$ cat src/rtl/code_decoder_stream_if.sv
`default_nettype none
// ============================================================================
// Module   : code_decoder_stream_if
// Brief    : Code-in / one-hot-out stream bundle for code_decoder_stream.
//            dec_count exists only when DEC_COUNT_EN is defined.
// Revision : 1.0  initial release
// ============================================================================
interface code_decoder_stream_if #(
    parameter int DEPTH = 4,
    parameter int CNT_W = 16
);
    localparam int LVL_W = $clog2(DEPTH) + 1;

    logic             in_valid;
    logic             in_ready;
    logic             Y0;
    logic             Y1;
    logic             Y2;
    logic             out_valid;
    logic             out_ready;
    logic [7:0]       D;
    logic [LVL_W-1:0] level;
`ifdef DEC_COUNT_EN
    logic [CNT_W-1:0] dec_count;
`endif

    // Driver side: produces codes, consumes decoded words.
    modport master (
        output in_valid, Y0, Y1, Y2, out_ready,
        input  in_ready, out_valid, D, level
`ifdef DEC_COUNT_EN
        , input dec_count
`endif
    );

    // Decoder side.
    modport slave (
        input  in_valid, Y0, Y1, Y2, out_ready,
        output in_ready, out_valid, D, level
`ifdef DEC_COUNT_EN
        , output dec_count
`endif
    );
endinterface
`default_nettype wire

$ cat src/rtl/code_decoder_stream.sv
`default_nettype none
// ============================================================================
// Module   : code_decoder_stream
// Brief    : Streaming 3-to-8 decoder: code FIFO feeding a registered one-hot
//            output stage. Optional macro DEC_COUNT_EN adds dec_count.
// Revision : 1.0  initial release
// ============================================================================
module code_decoder_stream #(
    parameter int DEPTH = 4,
    parameter int CNT_W = 16
) (
    input  wire logic             clk,
    input  wire logic             rst,
    code_decoder_stream_if.slave  bus
);
    localparam int PTR_W = $clog2(DEPTH);
    localparam int LVL_W = PTR_W + 1;
    localparam logic [LVL_W-1:0] C_FULL = LVL_W'(DEPTH);

    if ((DEPTH < 2) || ((DEPTH & (DEPTH - 1)) != 0) || (CNT_W < 1)) begin : g_param_check
        $error("code_decoder_stream: DEPTH must be a power of two >= 2 and CNT_W >= 1");
    end

    logic [2:0]       r_mem [DEPTH];
    logic [PTR_W-1:0] r_wptr;
    logic [PTR_W-1:0] r_rptr;
    logic [LVL_W-1:0] r_level;
    logic             r_out_valid;
    logic [7:0]       r_d;

    logic w_in_ready;
    logic w_push;
    logic w_load_en;
    logic w_pop;

    // in_ready is from registered level only, so a same-cycle pop never frees a full FIFO.
    assign w_in_ready = (r_level != C_FULL);
    assign w_push     = bus.in_valid && w_in_ready;
    assign w_load_en  = !r_out_valid || bus.out_ready;
    assign w_pop      = w_load_en && (r_level != '0);

    always_ff @(posedge clk) begin
        if (w_push) begin
            r_mem[r_wptr] <= {bus.Y0, bus.Y1, bus.Y2};
        end
    end

    always_ff @(posedge clk or posedge rst) begin
        if (rst) begin
            r_wptr  <= '0;
            r_rptr  <= '0;
            r_level <= '0;
        end else begin
            if (w_push) begin
                r_wptr <= r_wptr + 1'b1;
            end
            if (w_pop) begin
                r_rptr <= r_rptr + 1'b1;
            end
            case ({w_push, w_pop})
                2'b10:   r_level <= r_level + 1'b1;
                2'b01:   r_level <= r_level - 1'b1;
                default: r_level <= r_level;
            endcase
        end
    end

    always_ff @(posedge clk or posedge rst) begin
        if (rst) begin
            r_out_valid <= 1'b0;
            r_d         <= 8'h00;
        end else if (w_load_en) begin
            if (w_pop) begin
                r_out_valid <= 1'b1;
                r_d         <= 8'd1 << r_mem[r_rptr];
            end else begin
                r_out_valid <= 1'b0;
                r_d         <= 8'h00;
            end
        end
    end

`ifdef DEC_COUNT_EN
    logic [CNT_W-1:0] r_dec_count;

    always_ff @(posedge clk or posedge rst) begin
        if (rst) begin
            r_dec_count <= '0;
        end else if (r_out_valid && bus.out_ready) begin
            r_dec_count <= r_dec_count + 1'b1;
        end
    end

    assign bus.dec_count = r_dec_count;
`endif

    assign bus.in_ready  = w_in_ready;
    assign bus.out_valid = r_out_valid;
    assign bus.D         = r_d;
    assign bus.level     = r_level;
endmodule
`default_nettype wire

$ cat src/flat_wrapper.sv
// flat-port wrapper written by rule: the top's interface ports become plain ports
module code_decoder_stream_flat 
#(
    parameter int DEPTH = 4,
    parameter int CNT_W = 16
)
  (clk, rst, bus_in_valid, bus_Y0, bus_Y1, bus_Y2, bus_out_ready, bus_in_ready, bus_out_valid, bus_D, bus_level);
  code_decoder_stream_if #(.DEPTH(DEPTH), .CNT_W(CNT_W)) bus_i ();
  input  wire logic clk;
  input  wire logic rst;
  input wire logic [$bits(bus_i.in_valid)-1:0] bus_in_valid;
  input wire logic [$bits(bus_i.Y0)-1:0] bus_Y0;
  input wire logic [$bits(bus_i.Y1)-1:0] bus_Y1;
  input wire logic [$bits(bus_i.Y2)-1:0] bus_Y2;
  input wire logic [$bits(bus_i.out_ready)-1:0] bus_out_ready;
  output wire logic [$bits(bus_i.in_ready)-1:0] bus_in_ready;
  output wire logic [$bits(bus_i.out_valid)-1:0] bus_out_valid;
  output wire logic [$bits(bus_i.D)-1:0] bus_D;
  output wire logic [$bits(bus_i.level)-1:0] bus_level;
  assign bus_i.in_valid = bus_in_valid;
  assign bus_i.Y0 = bus_Y0;
  assign bus_i.Y1 = bus_Y1;
  assign bus_i.Y2 = bus_Y2;
  assign bus_i.out_ready = bus_out_ready;
  assign bus_in_ready = bus_i.in_ready;
  assign bus_out_valid = bus_i.out_valid;
  assign bus_D = bus_i.D;
  assign bus_level = bus_i.level;
  code_decoder_stream #(.DEPTH(DEPTH), .CNT_W(CNT_W)) u_core (.clk(clk), .rst(rst), .bus(bus_i));
endmodule
$ cat config.mk
export PLATFORM = sky130hd
export DESIGN_NAME = code_decoder_stream_flat
export DESIGN_NICKNAME = d
export VERILOG_FILES = /design/src/rtl/code_decoder_stream_if.sv /design/src/rtl/code_decoder_stream.sv /design/src/flat_wrapper.sv
export SDC_FILE = /design/constraint.sdc
export NUM_CORES = 1
export LEC_CHECK = 0
export CORE_MARGIN = 10
export CORE_UTILIZATION = 40
export DETAILED_ROUTE_END_ITERATION = 7
export SLEW_MARGIN = 25
export SYNTH_ARGS = -nofsm -noshare
export SYNTH_HDL_FRONTEND = slang
export SYNTH_SLANG_ARGS = --single-unit
$ cat constraint.sdc
create_clock -name clk -period 2.9 [get_ports clk]
set_input_delay 0.29 -clock clk [delete_from_list [all_inputs] [get_ports clk]]
set_output_delay 0.29 -clock clk [all_outputs]
set_load 0.1 [all_outputs]
==> impl_metrics.json <==
{
  "synth_nets": 94,
  "insertion_delay_ps": 320,
  "die_y_um": 75.1,
  "globalRouteMet3Util_pct": 3.68,
  "grt_antenna_before_repair": 0,
  "synth-main-ff-cell": "dfrtp_1",
  "syn_inst": 81,
  "start_kind": "flop",
  "end_kind": "flop",
  "area_growth_syn_to_layout_pct": 17.7,
  "grt_start_max_net_pins": 17,
  "crit_arrival_ps": 2520,
  "grt_pass1_wl_mm": 3.19,
  "synthesis.area_um2": 1210,
  "fmax_mhz": 441,
  "cts.reportedPaths.clkPinSlew_ps": 140,
  "slew_viol_final": 0,
  "drt-total-wl_mm": 1.96,
  "slew-limit-headroom_pct": 49.5,
  "cts_buffers": 3,
  "min_period_ps": 2270,
  "hold_buffers": 0,
  "firstDrtPassIters": 4,
  "min_period_over_period_pct": 78.3,
  "layout_commonest_cell": "dfrtp_1",
  "r2r_slack_ps": 630,
  "clockBufferDepth": 2,
  "setup_viol": 0,
  "grt_pass1_vias": 692,
  "top_usage_layer": "met2",
  "multi_input_area_um2": 410,
  "ys_async_sr_fraction_pct": 57.1,
  "path_max_fanout": 6,
  "seq_area_frac_synth_pct": 62.7,
  "gr-usage-met1_pct": 8.36,
  "numPortBuffers": 19,
  "die_w_um": 75.1,
  "die_area_um2": 5640,
  "start_util_pct": 42.9,
  "fin_skew_ps": 2.18,
  "min-delay-path-class": "in -> async",
  "cts_root_buf": "clkbuf_4",
  "drt-wirelength-per-cell_um": 14.6,
  "vias": 706,
  "gp_congestion": 0.769,
  "postSynthAreaPerCell_um2": 15.0,
  "status": "complete, no violations",
  "ys.warnings.count": 0,
  "maxCapViolations": 0,
  "rr_startpoint": "u_core.bus.level[0]",
  "dp_hpwl_mm": 1.60,
  "setup_tns_ps": 0,
  "core_um2": 2830,
  "final_cell_mix": "dfrtp_1 (15), buf_4 (13), edfxtp_1 (12)",
  "grt_overflow": 0,
  "drt_iter0_drc": 39,
  "final_antenna_net_count": 0,
  "cts_resized": 0,
  "reg2reg_depth": 9,
  "num_rows": 19,
  "crit_required_ps": 3150,
  "cts.htree.levels": 1,
  "num_antenna_cells": 0,
  "ff_latch_area_um2": 762,
  "yosys_register_bits": 28,
  "avgViaCountPerCell": 5.27,
  "synth_edf_count": 12,
  "drc_errors": 0,
  "worst_pin_slew_ps": 756,
  "criticalPathCategory": "reg -> reg",
  "nets": 117,
  "fillCellCount": 256,
  "rsz0062_at_grt": "no",
  "ioPinCount": 20,
  "cts_tree": "done",
  "numClockSinks": 28,
  "track_usage_pct": 7.29,
  "finalHoldViolCount": 0,
  "regToRegEndpoint": "u_core.bus.level[2]",
  "cts_setup_buffers": 0,
  "drive_gt1_share_pct": 18.4,
  "critPathLaunch": "u_core.bus.level[0]",
  "use_met2_pct": 11.8,
  "yosysUniqueCellTypes": 23
}
## cell usage after synthesis, types with 2 or more instances
cell       n  area share (%)
inv_1      9             2.8
edfxtp_1  12              30
a32o_1     4             3.3
xnor2_1    2             1.4
and3_1     4             2.1
dfrtp_1   16              33
nor2_1     3            0.93
mux4_1     3             6.5
nand2_1    3            0.93
or3b_1     2             1.4
nor3_1     2            0.82
o31ai_1    3             1.9
xor2_1     4             2.9
ha_1       5             5.2
## critical path, cell delays in order (launching register included)
cell     delay (ps)
dfrtp_1         450
or3b_4          450
and2_1          210
inv_1            60
ha_1            170
inv_1            60
fa_1            380
xor2_1          150
nor2_1          110
xor2_1          160
## how the worst max path moves through the flow
stage	endpoint	cells after the start
2_1_floorplan	u_core.bus.level[2]	9
3_3_place_gp	u_core.bus.level[2]	9
3_5_place_dp	u_core.bus.level[2]	9
4_1_cts	u_core.bus.level[2]	9
5_1_grt	u_core.bus.level[2]	8
6_report	u_core.bus.level[2]	9
## through the flow
step,setup WS [ps],hold slack [ps],area (um2),instances,utilization (%)
after floorplan,78.4,204,1220,81,-
after global placement,408,473,1400,130,49.6
after detailed placement,377,470,1400,130,49.6
after CTS,603,333,1430,134,50.5
after global routing,488,382,1430,134,50.5
final,631,324,1430,134,50.5
## cell type report
class	instances	area share, %
clock buffers	3	1.58
multi-input cells	43	28.7
repair buffers	19	11.0
inverters	9	2.36
flip-flops and latches	28	53.3
well taps	31	2.71
clock inverters	1	0.263
## sequential cells by signal, summed over array words and instances (netlist names)
signal and count:
u_core.bus.D 8, u_core.bus.level 3, u_core.r_wptr 2, u_core.bus.out_valid 1, u_core.r_rptr 2, u_core.r_mem 12
## cells by family (layout without fill, tap and decap cells)
| group | Yosys count | count (layout) | synth area share (%) |
|---|---|---|---|
| compound gates | 8 | 8 | 5.88 |
| simple gates | 18 | 18 | 8.35 |
| buf+inv | 10 | 32 | 3.71 |
| fa+ha+maj | 6 | 6 | 6.80 |
| xor+xnor | 6 | 6 | 4.33 |
| flops | 28 | 28 | 62.7 |
| mux | 5 | 5 | 8.25 |
## per-layer routing
| metal | wire length, um | part of all wire, % |
|---|---|---|
| met4 | 10 | 0.51 |
| met5 | 0 | 0 |
| met3 | 159 | 8.1 |
| met1 | 855 | 44 |
| met2 | 931 | 48 |
Power is not shown: default switching activity piles up to over one toggle a cycle in this logic, so the estimate is an artifact.
==> RTL change, RTL diff (config.mk and constraints unchanged) <==
`DEPTH` is set to 4 in 3 places; all go to 2.
--- a/src/rtl/code_decoder_stream_if.sv
+++ b/src/rtl/code_decoder_stream_if.sv
@@ -7,5 +7,5 @@
 // ============================================================================
 interface code_decoder_stream_if #(
-    parameter int DEPTH = 4,
+    parameter int DEPTH = 2,
     parameter int CNT_W = 16
 );
--- a/src/rtl/code_decoder_stream.sv
+++ b/src/rtl/code_decoder_stream.sv
@@ -7,5 +7,5 @@
 // ============================================================================
 module code_decoder_stream #(
-    parameter int DEPTH = 4,
+    parameter int DEPTH = 2,
     parameter int CNT_W = 16
 ) (
--- a/src/flat_wrapper.sv
+++ b/src/flat_wrapper.sv
@@ -2,5 +2,5 @@
 module code_decoder_stream_flat 
 #(
-    parameter int DEPTH = 4,
+    parameter int DEPTH = 2,
     parameter int CNT_W = 16
 )
Interface: changed (resized bus_level); port bits go from 20 to 19. No check against the original RTL was run, so the function may have changed too.
==> RTL change against the original RTL <==
Design area down 30%; synthesized cell count down 27%; worst setup slack gained 570 ps; clock skew is essentially flat; area after synthesis down 34%; hold slack got worse by 6.3 ps; wire length decreased by 30%; register-to-register slack improved by 620 ps; fmax increased by 33%; sequential cell count is 9 lower; sequential share of layout area decreased by 2.8 points.
Power is left out: the tool's default activity adds up to more than one toggle a clock period on the data nets, which glitch-free logic cannot reach.
==> RTL change: results (changes against the original RTL) <==
GRT
  • Met2 usage in global routing: 10.6% (-1.2 points)
  • First-pass GRT wire length: 2.42 mm (-24%)
  • Number of global-route vias before repair: 511 (-26%)
  • Largest net degree at the start of global routing: 14 (-3)
  • M1 GR Usage: 8.63% (+0.27 points)
  • Tot GR Track Use: 7.52% (+0.24 points)
  • Met3 Use GR: 4.64% (+0.96 points)

Status
  • Status: completed

Critical path
  • Reg2reg start: u_core.bus.out_valid$_DFFE_PP0P_
  • Worst endpoint data arrival time: 1920 ps (-600 ps)
  • CP endpoint: u_core.bus.level[1]$_DFFE_PP0P_
  • Critical path launch point: bus_out_ready

STA
  • WHS: 318 ps (-6.29 ps)
  • Setup Skew: 2.52 ps (+0.337 ps)

Finish
  • Number of flip-flops in the largest register: 8 (-4)
  • Non-clk buf share: 15.0% (+4.0 points)
  • Nets: 88 (-25%)
  • Clk tree area frac: 2.75% (+0.91 points)

Yosys
  • Synth top area cells: dfrtp_1, edfxtp_1, a22o_1
  • Cells after synthesis: 59 (-27%)
  • Post-synth EDFFs: 6 (-6)
  • Sequential share of the synthesized area: 62.7% (about the same)
  • Post-synth ARST share: 68.4% (+11 points)

Placement
  • GPL Wtd Cong: 0.674 (-12%)
  • Placed insts: 102 (-22%)

CTS
  • Clk sink count: 19 (-32%)

Route
  • Routed wl met2: 607 um (-35%)
  • DR iter-0 viols: 6 (-85%)
  • Routed wire length: 1.36 mm (-30%)
  • Met3 WL: 101 um (-36%)
[RTL change: cell count changes after synthesis, moves of 3 or more]
cell / change
o31ai_1: -3
a22o_1: +8
ha_1: -4
mux4_1: -3
and3_1: -3
a32o_1: -3
dfrtp_1: -3
edfxtp_1: -6
inv_1: -6
[RTL change: worst min-delay path by stage]
| stage | from | to | cells past startpoint |
|---|---|---|---|
| 2_1_floorplan | rst | u_core.bus.D[0]$_DFFE_PP0P_ | 1 |
| 3_3_place_gp | u_core.r_wptr$_DFFE_PP0P_ | u_core.r_wptr$_DFFE_PP0P_ | 1 |
| 3_5_place_dp | u_core.r_wptr$_DFFE_PP0P_ | u_core.r_wptr$_DFFE_PP0P_ | 1 |
| 4_1_cts | rst | u_core.bus.D[5]$_DFFE_PP0P_ | 2 |
| 5_1_grt | rst | u_core.bus.D[4]$_DFFE_PP0P_ | 2 |
| 6_report | rst | u_core.bus.D[5]$_DFFE_PP0P_ | 2 |
[RTL change: stage by stage]
| step | util [%] | instance area, um2 |
|---|---|---|
| after global routing | 51.5 | 1000 |
| after detailed placement | 50.1 | 973 |
| final | 51.5 | 1000 |
| after floorplan | - | 806 |
| after CTS | 51.5 | 1000 |
| after global placement | 50.1 | 973 |
[RTL change: cell families after synthesis]
| family | share of synthesized area (%) |
|---|---|
| AO/OA/AOI/OAI | 12.4 |
| flip-flops | 62.7 |
| multiplexers | 1.71 |
| XOR/XNOR | 5.44 |
| buffers and inverters | 3.42 |
| adder cells (fa/ha/maj) | 1.55 |
| AND/OR/NAND/NOR | 12.7 |
[RTL change: worst max-delay path, cell delays in order]
cell	delay (ps)
clkdlybuf4s50_1	410
nor2b_2	430
nor2_1	150
ha_1	350
nor2_1	140
xor2_1	150
